### src/rtl/fractal_sync_rx_mc.sv
// fractal_sync_rx_mc: multi-channel fractal synchronization rx datapath.
// Each channel samples barrier/lock/free requests, reports status to the
// register file, queues requests to propagate in its own FIFO, and a
// round-robin arbiter merges all FIFOs into one valid/ready stream.
//
// Stream handshake: an element transfers on a clk_i edge where out_valid_o
// and out_ready_i are both high; once out_valid_o is raised, the grant and
// the payload stay stable until that transfer happens.
//
// Optional build macro FRACTAL_SYNC_RX_MC_STATS_EN: when defined, adds
// per-channel 8-bit saturating drop counters on drop_cnt_o; when undefined,
// drop_cnt_o is tied to zero.
module fractal_sync_rx_mc #(
  parameter int unsigned N_CH       = 2,
  parameter int unsigned AGGR_W     = 8,
  parameter int unsigned ID_W       = 8,
  parameter int unsigned FIFO_DEPTH = 2,
  parameter bit          COMB_IN    = 1'b0,
  localparam int unsigned CH_W = (N_CH > 1) ? $clog2(N_CH) : 1
) (
  input  logic                     clk_i,
  input  logic                     rst_ni,
  input  logic [N_CH-1:0]          req_sync_i,
  input  logic [N_CH-1:0]          req_lock_i,
  input  logic [N_CH-1:0]          req_free_i,
  input  logic [N_CH*AGGR_W-1:0]   req_aggr_i,
  input  logic [N_CH*ID_W-1:0]     req_id_i,
  output logic [N_CH-1:0]          check_propagate_o,
  output logic [N_CH-1:0]          local_o,
  output logic [N_CH-1:0]          root_o,
  output logic [N_CH-1:0]          lock_o,
  output logic [N_CH-1:0]          free_o,
  input  logic [N_CH-1:0]          propagate_lock_i,
  output logic [N_CH-1:0]          error_overflow_o,
  input  logic                     clear_err_i,
  output logic                     out_valid_o,
  input  logic                     out_ready_i,
  output logic                     out_sync_o,
  output logic                     out_lock_o,
  output logic                     out_free_o,
  output logic [AGGR_W-1:0]        out_aggr_o,
  output logic [ID_W-1:0]          out_id_o,
  output logic [CH_W-1:0]          out_ch_o,
  output logic [N_CH*8-1:0]        drop_cnt_o
);

  // Element layout: {sync, lock, free, aggr, id}
  localparam int unsigned E_W   = 3 + AGGR_W + ID_W;
  localparam int unsigned PTR_W = (FIFO_DEPTH > 1) ? $clog2(FIFO_DEPTH) : 1;
  localparam int unsigned CNT_W = $clog2(FIFO_DEPTH + 1);

  logic [N_CH-1:0]           nonempty;
  logic [N_CH-1:0][E_W-1:0]  head_w;
  logic [CH_W-1:0]           grant;
  logic                      handshake;

  for (genvar c = 0; c < N_CH; c++) begin : g_ch
    logic              s_sync, s_lock, s_free;
    logic [AGGR_W-1:0] s_aggr;
    logic [ID_W-1:0]   s_id;
    logic              push, pop, full, wr_en, overflow;
    logic [E_W-1:0]    elem;
    logic [E_W-1:0]    mem_q [FIFO_DEPTH];
    logic [PTR_W-1:0]  wr_q, rd_q;
    logic [CNT_W-1:0]  cnt_q;
    logic              err_q;

    if (COMB_IN) begin : g_comb
      assign s_sync = req_sync_i[c];
      assign s_lock = req_lock_i[c];
      assign s_free = req_free_i[c];
      assign s_aggr = req_aggr_i[c*AGGR_W +: AGGR_W];
      assign s_id   = req_id_i[c*ID_W +: ID_W];
    end else begin : g_reg
      logic              sync_q, lock_q, free_q;
      logic [AGGR_W-1:0] aggr_q;
      logic [ID_W-1:0]   id_q;
      // Flags follow the inputs every cycle; payload only moves on a request.
      always_ff @(posedge clk_i or negedge rst_ni) begin
        if (!rst_ni) begin
          sync_q <= 1'b0;
          lock_q <= 1'b0;
          free_q <= 1'b0;
          aggr_q <= '0;
          id_q   <= '0;
        end else begin
          sync_q <= req_sync_i[c];
          lock_q <= req_lock_i[c];
          free_q <= req_free_i[c];
          if (req_sync_i[c] | req_lock_i[c] | req_free_i[c]) begin
            aggr_q <= req_aggr_i[c*AGGR_W +: AGGR_W];
            id_q   <= req_id_i[c*ID_W +: ID_W];
          end
        end
      end
      assign s_sync = sync_q;
      assign s_lock = lock_q;
      assign s_free = free_q;
      assign s_aggr = aggr_q;
      assign s_id   = id_q;
    end

    assign check_propagate_o[c] = s_sync;
    assign local_o[c]           = s_sync & s_aggr[0];
    assign root_o[c]            = (s_aggr == AGGR_W'(1));
    assign lock_o[c]            = s_lock;
    assign free_o[c]            = s_free;

    // A barrier leaves this level when aggr[0] is clear; the shifted mask is
    // what the parent level decodes.
    assign push     = (s_sync & ~s_aggr[0]) | propagate_lock_i[c];
    assign elem     = {s_sync, s_lock, s_free,
                       (s_sync ? (s_aggr >> 1) : s_aggr), s_id};
    assign full     = (cnt_q == CNT_W'(FIFO_DEPTH));
    assign pop      = handshake & (grant == CH_W'(c));
    assign wr_en    = push & (~full | pop);
    assign overflow = push & full & ~pop;
    assign nonempty[c] = (cnt_q != '0);
    assign head_w[c]   = mem_q[rd_q];

    // Circular FIFO; a full FIFO may accept a push in the cycle it pops.
    always_ff @(posedge clk_i or negedge rst_ni) begin
      if (!rst_ni) begin
        for (int i = 0; i < FIFO_DEPTH; i++) mem_q[i] <= '0;
        wr_q  <= '0;
        rd_q  <= '0;
        cnt_q <= '0;
      end else begin
        if (wr_en) begin
          mem_q[wr_q] <= elem;
          wr_q <= (wr_q == PTR_W'(FIFO_DEPTH - 1)) ? '0 : wr_q + PTR_W'(1);
        end
        if (pop) begin
          rd_q <= (rd_q == PTR_W'(FIFO_DEPTH - 1)) ? '0 : rd_q + PTR_W'(1);
        end
        cnt_q <= cnt_q + CNT_W'(wr_en) - CNT_W'(pop);
      end
    end

    // Sticky overflow flag; a new overflow wins over a simultaneous clear.
    always_ff @(posedge clk_i or negedge rst_ni) begin
      if (!rst_ni) err_q <= 1'b0;
      else         err_q <= (err_q & ~clear_err_i) | overflow;
    end
    assign error_overflow_o[c] = err_q;

`ifdef FRACTAL_SYNC_RX_MC_STATS_EN
    logic [7:0] drop_q;
    // Saturating drop counter; clear restarts the count from this cycle.
    always_ff @(posedge clk_i or negedge rst_ni) begin
      if (!rst_ni)          drop_q <= '0;
      else if (clear_err_i) drop_q <= {7'd0, overflow};
      else if (overflow && drop_q != 8'hff) drop_q <= drop_q + 8'd1;
    end
    assign drop_cnt_o[c*8 +: 8] = drop_q;
`else
    assign drop_cnt_o[c*8 +: 8] = 8'd0;
`endif
  end

  logic [CH_W-1:0] ptr_q, grant_q, rr_grant;
  logic            hold_q;
  int unsigned     idx;

  // First non-empty channel at or after the round-robin pointer.
  always_comb begin
    rr_grant = '0;
    idx      = 0;
    for (int i = N_CH - 1; i >= 0; i--) begin
      idx = (int'(ptr_q) + i) % N_CH;
      if (nonempty[idx]) rr_grant = CH_W'(idx);
    end
  end

  assign out_valid_o = |nonempty;
  assign grant       = hold_q ? grant_q : rr_grant;
  assign handshake   = out_valid_o & out_ready_i;

  // Freeze the grant while a stalled element is offered; advance on transfer.
  always_ff @(posedge clk_i or negedge rst_ni) begin
    if (!rst_ni) begin
      ptr_q   <= '0;
      grant_q <= '0;
      hold_q  <= 1'b0;
    end else begin
      hold_q  <= out_valid_o & ~out_ready_i;
      grant_q <= grant;
      if (handshake) begin
        ptr_q <= ((int'(grant) + 1) >= N_CH) ? '0 : grant + CH_W'(1);
      end
    end
  end

  always_comb begin
    {out_sync_o, out_lock_o, out_free_o, out_aggr_o, out_id_o} = '0;
    out_ch_o = '0;
    if (out_valid_o) begin
      {out_sync_o, out_lock_o, out_free_o, out_aggr_o, out_id_o} = head_w[grant];
      out_ch_o = grant;
    end
  end

endmodule
### config.mk
export PLATFORM = sky130hd
export DESIGN_NAME = fractal_sync_rx_mc
export DESIGN_NICKNAME = d
export VERILOG_FILES = /design/src/rtl/fractal_sync_rx_mc.sv
export SDC_FILE = /design/constraint.sdc
export NUM_CORES = 1
export LEC_CHECK = 0
export ABC_AREA = 1
export CAP_MARGIN = 0
export CORE_MARGIN = 4
export CORE_UTILIZATION = 25
export CTS_BUF_LIST = sky130_fd_sc_hd__clkbuf_16
export DETAILED_ROUTE_END_ITERATION = 12
export PLACE_DENSITY = 0.55
export SLEW_MARGIN = 20
export SYNTH_ARGS = -nofsm -noshare
export SYNTH_HDL_FRONTEND = slang
export SYNTH_SLANG_ARGS = --single-unit
export TNS_END_PERCENT = 50
### constraint.sdc
create_clock -name clk_i -period 4.4 [get_ports clk_i]
set_clock_uncertainty 0.1 [all_clocks]
set_input_delay 0.66 -clock clk_i [delete_from_list [all_inputs] [get_ports clk_i]]
set_output_delay 0.66 -clock clk_i [all_outputs]
set_load 0.01 [all_outputs]
==> impl_results.html <==
<table>
<tr><th>Metric</th><th>Value</th></tr>
<tr><th colspan="2">Clock network</th></tr>
<tr><td>Later-pin clock latency in the skew report</td><td>420 ps</td></tr>
<tr><td>Root Driver</td><td>sky130_fd_sc_hd__clkbuf_16</td></tr>
<tr><td>Post-CTS setup repair buffer count</td><td>0</td></tr>
<tr><td>Max clock buf depth</td><td>2</td></tr>
<tr><td>H-tree lvl count</td><td>4</td></tr>
<tr><td>Clock edge transition at the registers on the reported setup and hold paths</td><td>60 ps</td></tr>
<tr><td>CTS resizes</td><td>0</td></tr>
<tr><td>Clock tree sinks</td><td>127</td></tr>
<tr><td>TritonCTS clock tree</td><td>built</td></tr>
<tr><td>Hold buffer count at CTS</td><td>0</td></tr>
<tr><td>Num CTS Buffers</td><td>17</td></tr>
<tr><th colspan="2">Place</th></tr>
<tr><td>Port Buffer Count</td><td>76</td></tr>
<tr><td>Placed wire-length estimate</td><td>11.1 mm</td></tr>
<tr><td>Instance area at placement</td><td>7120 um^2</td></tr>
<tr><td>GPL Wtd Cong</td><td>0.753</td></tr>
<tr><td>Number of cells after detailed placement</td><td>1,079</td></tr>
<tr><th colspan="2">Routing</th></tr>
<tr><td>Routed wire length</td><td>16.9 mm</td></tr>
<tr><td>First drt pass iteration count</td><td>4</td></tr>
<tr><td>Remaining routing DRC violations</td><td>0</td></tr>
<tr><td>Detailed-route wire length per cell</td><td>15.2 um</td></tr>
<tr><td>Number of antenna-violating nets in the routed design</td><td>0</td></tr>
<tr><td>Total number of vias</td><td>5,018</td></tr>
<tr><td>Routed vias/inst</td><td>4.52</td></tr>
<tr><td>Number of design-rule violations left by the first detailed-router iteration</td><td>287</td></tr>
<tr><th colspan="2">Global route</th></tr>
<tr><td>Overall routing resource usage</td><td>0.128</td></tr>
<tr><td>Via count of the first global-routing pass</td><td>4,937</td></tr>
<tr><td>Largest net degree at the start of global routing</td><td>128</td></tr>
<tr><td>Number of antenna violations at the first check in global routing</td><td>0</td></tr>
<tr><td>First-pass GRT wire length</td><td>27.1 mm</td></tr>
<tr><td>Congestion Overflow GR</td><td>0</td></tr>
<tr><th colspan="2">Die</th></tr>
<tr><td>Area enclosed by the die boundary</td><td>27,400 um^2</td></tr>
<tr><td>I/O pin cnt</td><td>93</td></tr>
<tr><td>Initial cell density of the core</td><td>0.254</td></tr>
<tr><td>Die Ht</td><td>166 um</td></tr>
<tr><td>Core outline area</td><td>24,400 um^2</td></tr>
<tr><td>DIE WIDTH</td><td>166 um</td></tr>
<tr><td>Number of placement rows</td><td>57</td></tr>
<tr><th colspan="2">Worst setup path</th></tr>
<tr><td>Path depth of the worst reg2reg path</td><td>9</td></tr>
<tr><td>Cell class contributing the biggest share of worst-path delay</td><td>buffers and inverters</td></tr>
<tr><td>RR Endpoint</td><td>g_ch[1].mem_q[37]</td></tr>
<tr><td>CP Launch Type</td><td>register</td></tr>
<tr><td>Crit-path cells</td><td>o21ai_1, nand2_2, nand2_2, inv_1, nand2_1, nand2_1, a31oi_1, clkdlybuf4s50_1</td></tr>
<tr><td>Buffers &amp; Inverters on Critical Path</td><td>2</td></tr>
<tr><td>Critical path data arrival time</td><td>2640 ps</td></tr>
<tr><td>Worst-path cell with the longest stage delay</td><td>sky130_fd_sc_hd__clkdlybuf4s50_1</td></tr>
<tr><td>Worst setup EP type</td><td>primary output</td></tr>
<tr><td>Slowest cell delay on critical path</td><td>600 ps</td></tr>
<tr><td>Crit path required time</td><td>3640 ps</td></tr>
<tr><td>WS Path Type</td><td>reg -&gt; out</td></tr>
<tr><td>Reg2reg start</td><td>g_ch[0].cnt_q[1]</td></tr>
<tr><td>Worst-path maximum fanout</td><td>20</td></tr>
<tr><td>Reg2Reg Setup Slack</td><td>1440 ps</td></tr>
<tr><th colspan="2">Cells and area</th></tr>
<tr><td>Final cell utilization of the core</td><td>0.318</td></tr>
<tr><td>Leading cell type in the layout, fill and taps excluded</td><td>sky130_fd_sc_hd__nand2_1</td></tr>
<tr><td>Finished Layout Cells</td><td>1,111</td></tr>
<tr><td>Final antenna diode count</td><td>0</td></tr>
<tr><td>Post-Layout Inst Area</td><td>7750 um^2</td></tr>
<tr><td>Highest-count cells in the layout ignoring fill and taps</td><td>282 x sky130_fd_sc_hd__nand2_1, 127 x sky130_fd_sc_hd__dfrtp_1, 83 x sky130_fd_sc_hd__nand4_1</td></tr>
<tr><td>Share of final-layout standard cells stronger than drive strength 1</td><td>0.0851</td></tr>
<tr><td>Count of filler cells inserted in the layout</td><td>2,583</td></tr>
<tr><td>Final #Nets</td><td>819</td></tr>
<tr><td>Synthesis-to-layout area growth</td><td>24.9%</td></tr>
<tr><th colspan="2">Timing</th></tr>
<tr><td>Sum of negative setup slack</td><td>0 ps</td></tr>
<tr><td>Setup repair after global routing missed its margin</td><td>false</td></tr>
<tr><td>Pin slew with the least headroom to its limit</td><td>973 ps</td></tr>
<tr><td>Max-slew headroom at the worst pin</td><td>0.350</td></tr>
<tr><td>Final hold viol count</td><td>0</td></tr>
<tr><td>Maximum frequency from static timing analysis</td><td>294 MHz</td></tr>
<tr><td>Time the worst path needs with I/O delays and setup</td><td>3400 ps</td></tr>
<tr><td>Pins over their slew limit</td><td>0</td></tr>
<tr><td>Fin crit share</td><td>0.773</td></tr>
<tr><td>Setup-failing EPs final</td><td>0</td></tr>
<tr><th colspan="2">Power and ir drop</th></tr>
<tr><td>Peak supply drop</td><td>0.295 mV</td></tr>
<tr><td>Pwr per Cell Area</td><td>744 nW/um^2</td></tr>
<tr><td>Power consumption</td><td>0.00577 W</td></tr>
<tr><td>Leak Pwr</td><td>3.81 nW</td></tr>
<tr><th colspan="2">Logic synthesis</th></tr>
<tr><td>Top cell type's share of synthesized area</td><td>0.512</td></tr>
<tr><td>Largest area contributor in the netlist</td><td>sky130_fd_sc_hd__dfrtp_1</td></tr>
<tr><td>Average footprint of a synthesized cell</td><td>8.53 um^2</td></tr>
<tr><td>Post-synthesis instance area</td><td>6200 um^2</td></tr>
<tr><td>Area contributors post-synth</td><td>sky130_fd_sc_hd__dfrtp_1 51%, sky130_fd_sc_hd__nand2_1 17%, sky130_fd_sc_hd__nand4_1 8.4%</td></tr>
<tr><td>FF+latch count, synth</td><td>127</td></tr>
<tr><td>Synth Instances</td><td>727</td></tr>
<tr><td>Sequential area share after synthesis</td><td>0.512</td></tr>
<tr><td>Synth cell types</td><td>26</td></tr>
<tr><td>Synth Warn #</td><td>0</td></tr>
<tr><th colspan="2">Min path</th></tr>
<tr><td>Hold/Removal Path Class</td><td>in -&gt; async</td></tr>
<tr><th colspan="2">Job</th></tr>
<tr><td>Max-cap violations</td><td>0</td></tr>
<tr><th colspan="2">Run status</th></tr>
<tr><td>Outcome</td><td>complete, no violations</td></tr>
</table>
==> flip-flops by register name, indices dropped and copies added, names as in the netlist <==
name	count
g_ch.cnt_q	4
g_ch.err_q	2
g_ch.g_reg.aggr_q	16
g_ch.g_reg.free_q	2
g_ch.g_reg.id_q	16
g_ch.g_reg.lock_q	2
g_ch.g_reg.sync_q	2
g_ch.mem_q	76
g_ch.rd_q	2
g_ch.wr_q	2
grant_q	1
hold_q	1
ptr_q	1
==> worst max path at each step <==
| stage | from | endpoint | slack [ps] | depth (start not counted) |
|---|---|---|---|---|
| finish | g_ch[0].cnt_q[1] | out_aggr_o[1] | 1000 | 8 |
| floorplan | g_ch[0].cnt_q[1] | out_aggr_o[0] | 2260 | 8 |
| global placement | g_ch[0].cnt_q[1] | out_aggr_o[2] | 1440 | 8 |
| detailed placement | g_ch[0].cnt_q[1] | out_aggr_o[2] | 1450 | 8 |
| CTS | g_ch[0].cnt_q[1] | out_aggr_o[2] | 980 | 8 |
| global route | g_ch[0].cnt_q[1] | out_sync_o | 810 | 8 |
==> synth_stat cells <==
cell type                  instances
sky130_fd_sc_hd__nand2_1         282
sky130_fd_sc_hd__dfrtp_1         127
sky130_fd_sc_hd__nand4_1          83
sky130_fd_sc_hd__inv_1            36
sky130_fd_sc_hd__clkbuf_1         33
sky130_fd_sc_hd__o21ai_0          31
sky130_fd_sc_hd__buf_4            25
sky130_fd_sc_hd__a31oi_1          19
sky130_fd_sc_hd__mux2i_1          19
sky130_fd_sc_hd__mux2_2           16
sky130_fd_sc_hd__buf_2            14
sky130_fd_sc_hd__nor2_1           12
sky130_fd_sc_hd__nand3_1           5
sky130_fd_sc_hd__nand3_4           5
sky130_fd_sc_hd__inv_2             3
sky130_fd_sc_hd__nand2_2           3
sky130_fd_sc_hd__a21oi_1           2
sky130_fd_sc_hd__and2_1            2
sky130_fd_sc_hd__o22ai_1           2
sky130_fd_sc_hd__xor2_1            2
sky130_fd_sc_hd__buf_1             1
sky130_fd_sc_hd__buf_6             1
sky130_fd_sc_hd__conb_1            1
sky130_fd_sc_hd__ha_1              1
sky130_fd_sc_hd__o21ai_1           1
sky130_fd_sc_hd__xnor2_1           1
==> worst register-to-register path, delay by kind of cell (launching register included) <==
| kind | cells | cell delay, ps |
|---|---|---|
| simple gates | 8 | 2140 |
| buf+inv | 1 | 170 |
| flops | 1 | 440 |
==> stage by stage <==
| step | hold slack (ps) | setup slack, ps |
|---|---|---|
| 3_3_place_gp | 354 | 1440 |
| 5_1_grt | 315 | 813 |
| 3_5_place_dp | 358 | 1450 |
| 2_1_floorplan | 264 | 2260 |
| 4_1_cts | 291 | 980 |
| 6_report | 180 | 998 |
==> logic make-up after synthesis <==
family,synth area share
simple gates,0.285
flops,0.512
buf+inv,0.0876
compound gates,0.0486
mux,0.0597
xor+xnor,0.00424
fa+ha+maj,0.00202
other cells,0.000605
==> routing by layer <==
| metal | up-vias | wire (um) | GRT usage |
|---|---|---|---|
| met3 | 20 | 587 | 0.0280 |
| met1 | 2429 | 7630 | 0.163 |
| li1 | 2470 | - | - |
| met5 | - | 0 | 0 |
| met2 | 99 | 8410 | 0.214 |
| met4 | 0 | 310 | 0.0469 |
==> area by class of cell <==
| class | instances | area [um^2] | share of cell area |
|---|---|---|---|
| sequential | 127 | 3180 | 0.410 |
| multi-input combinational | 502 | 2540 | 0.328 |
| timing repair buffer | 87 | 853 | 0.110 |
| clock buffer | 17 | 425 | 0.0549 |
| tap | 324 | 405 | 0.0523 |
| clock inverter | 15 | 201 | 0.0260 |
| inverter | 39 | 146 | 0.0189 |
==> power by group <==
group | internal (W) | switching (W)
logic | 0.000964 | 0.00145
registers | 0.00158 | 0.000260
clock network | 0.000992 | 0.000513
total | 0.00354 | 0.00223
No activity file was read; power rests on OpenSTA's default activity.
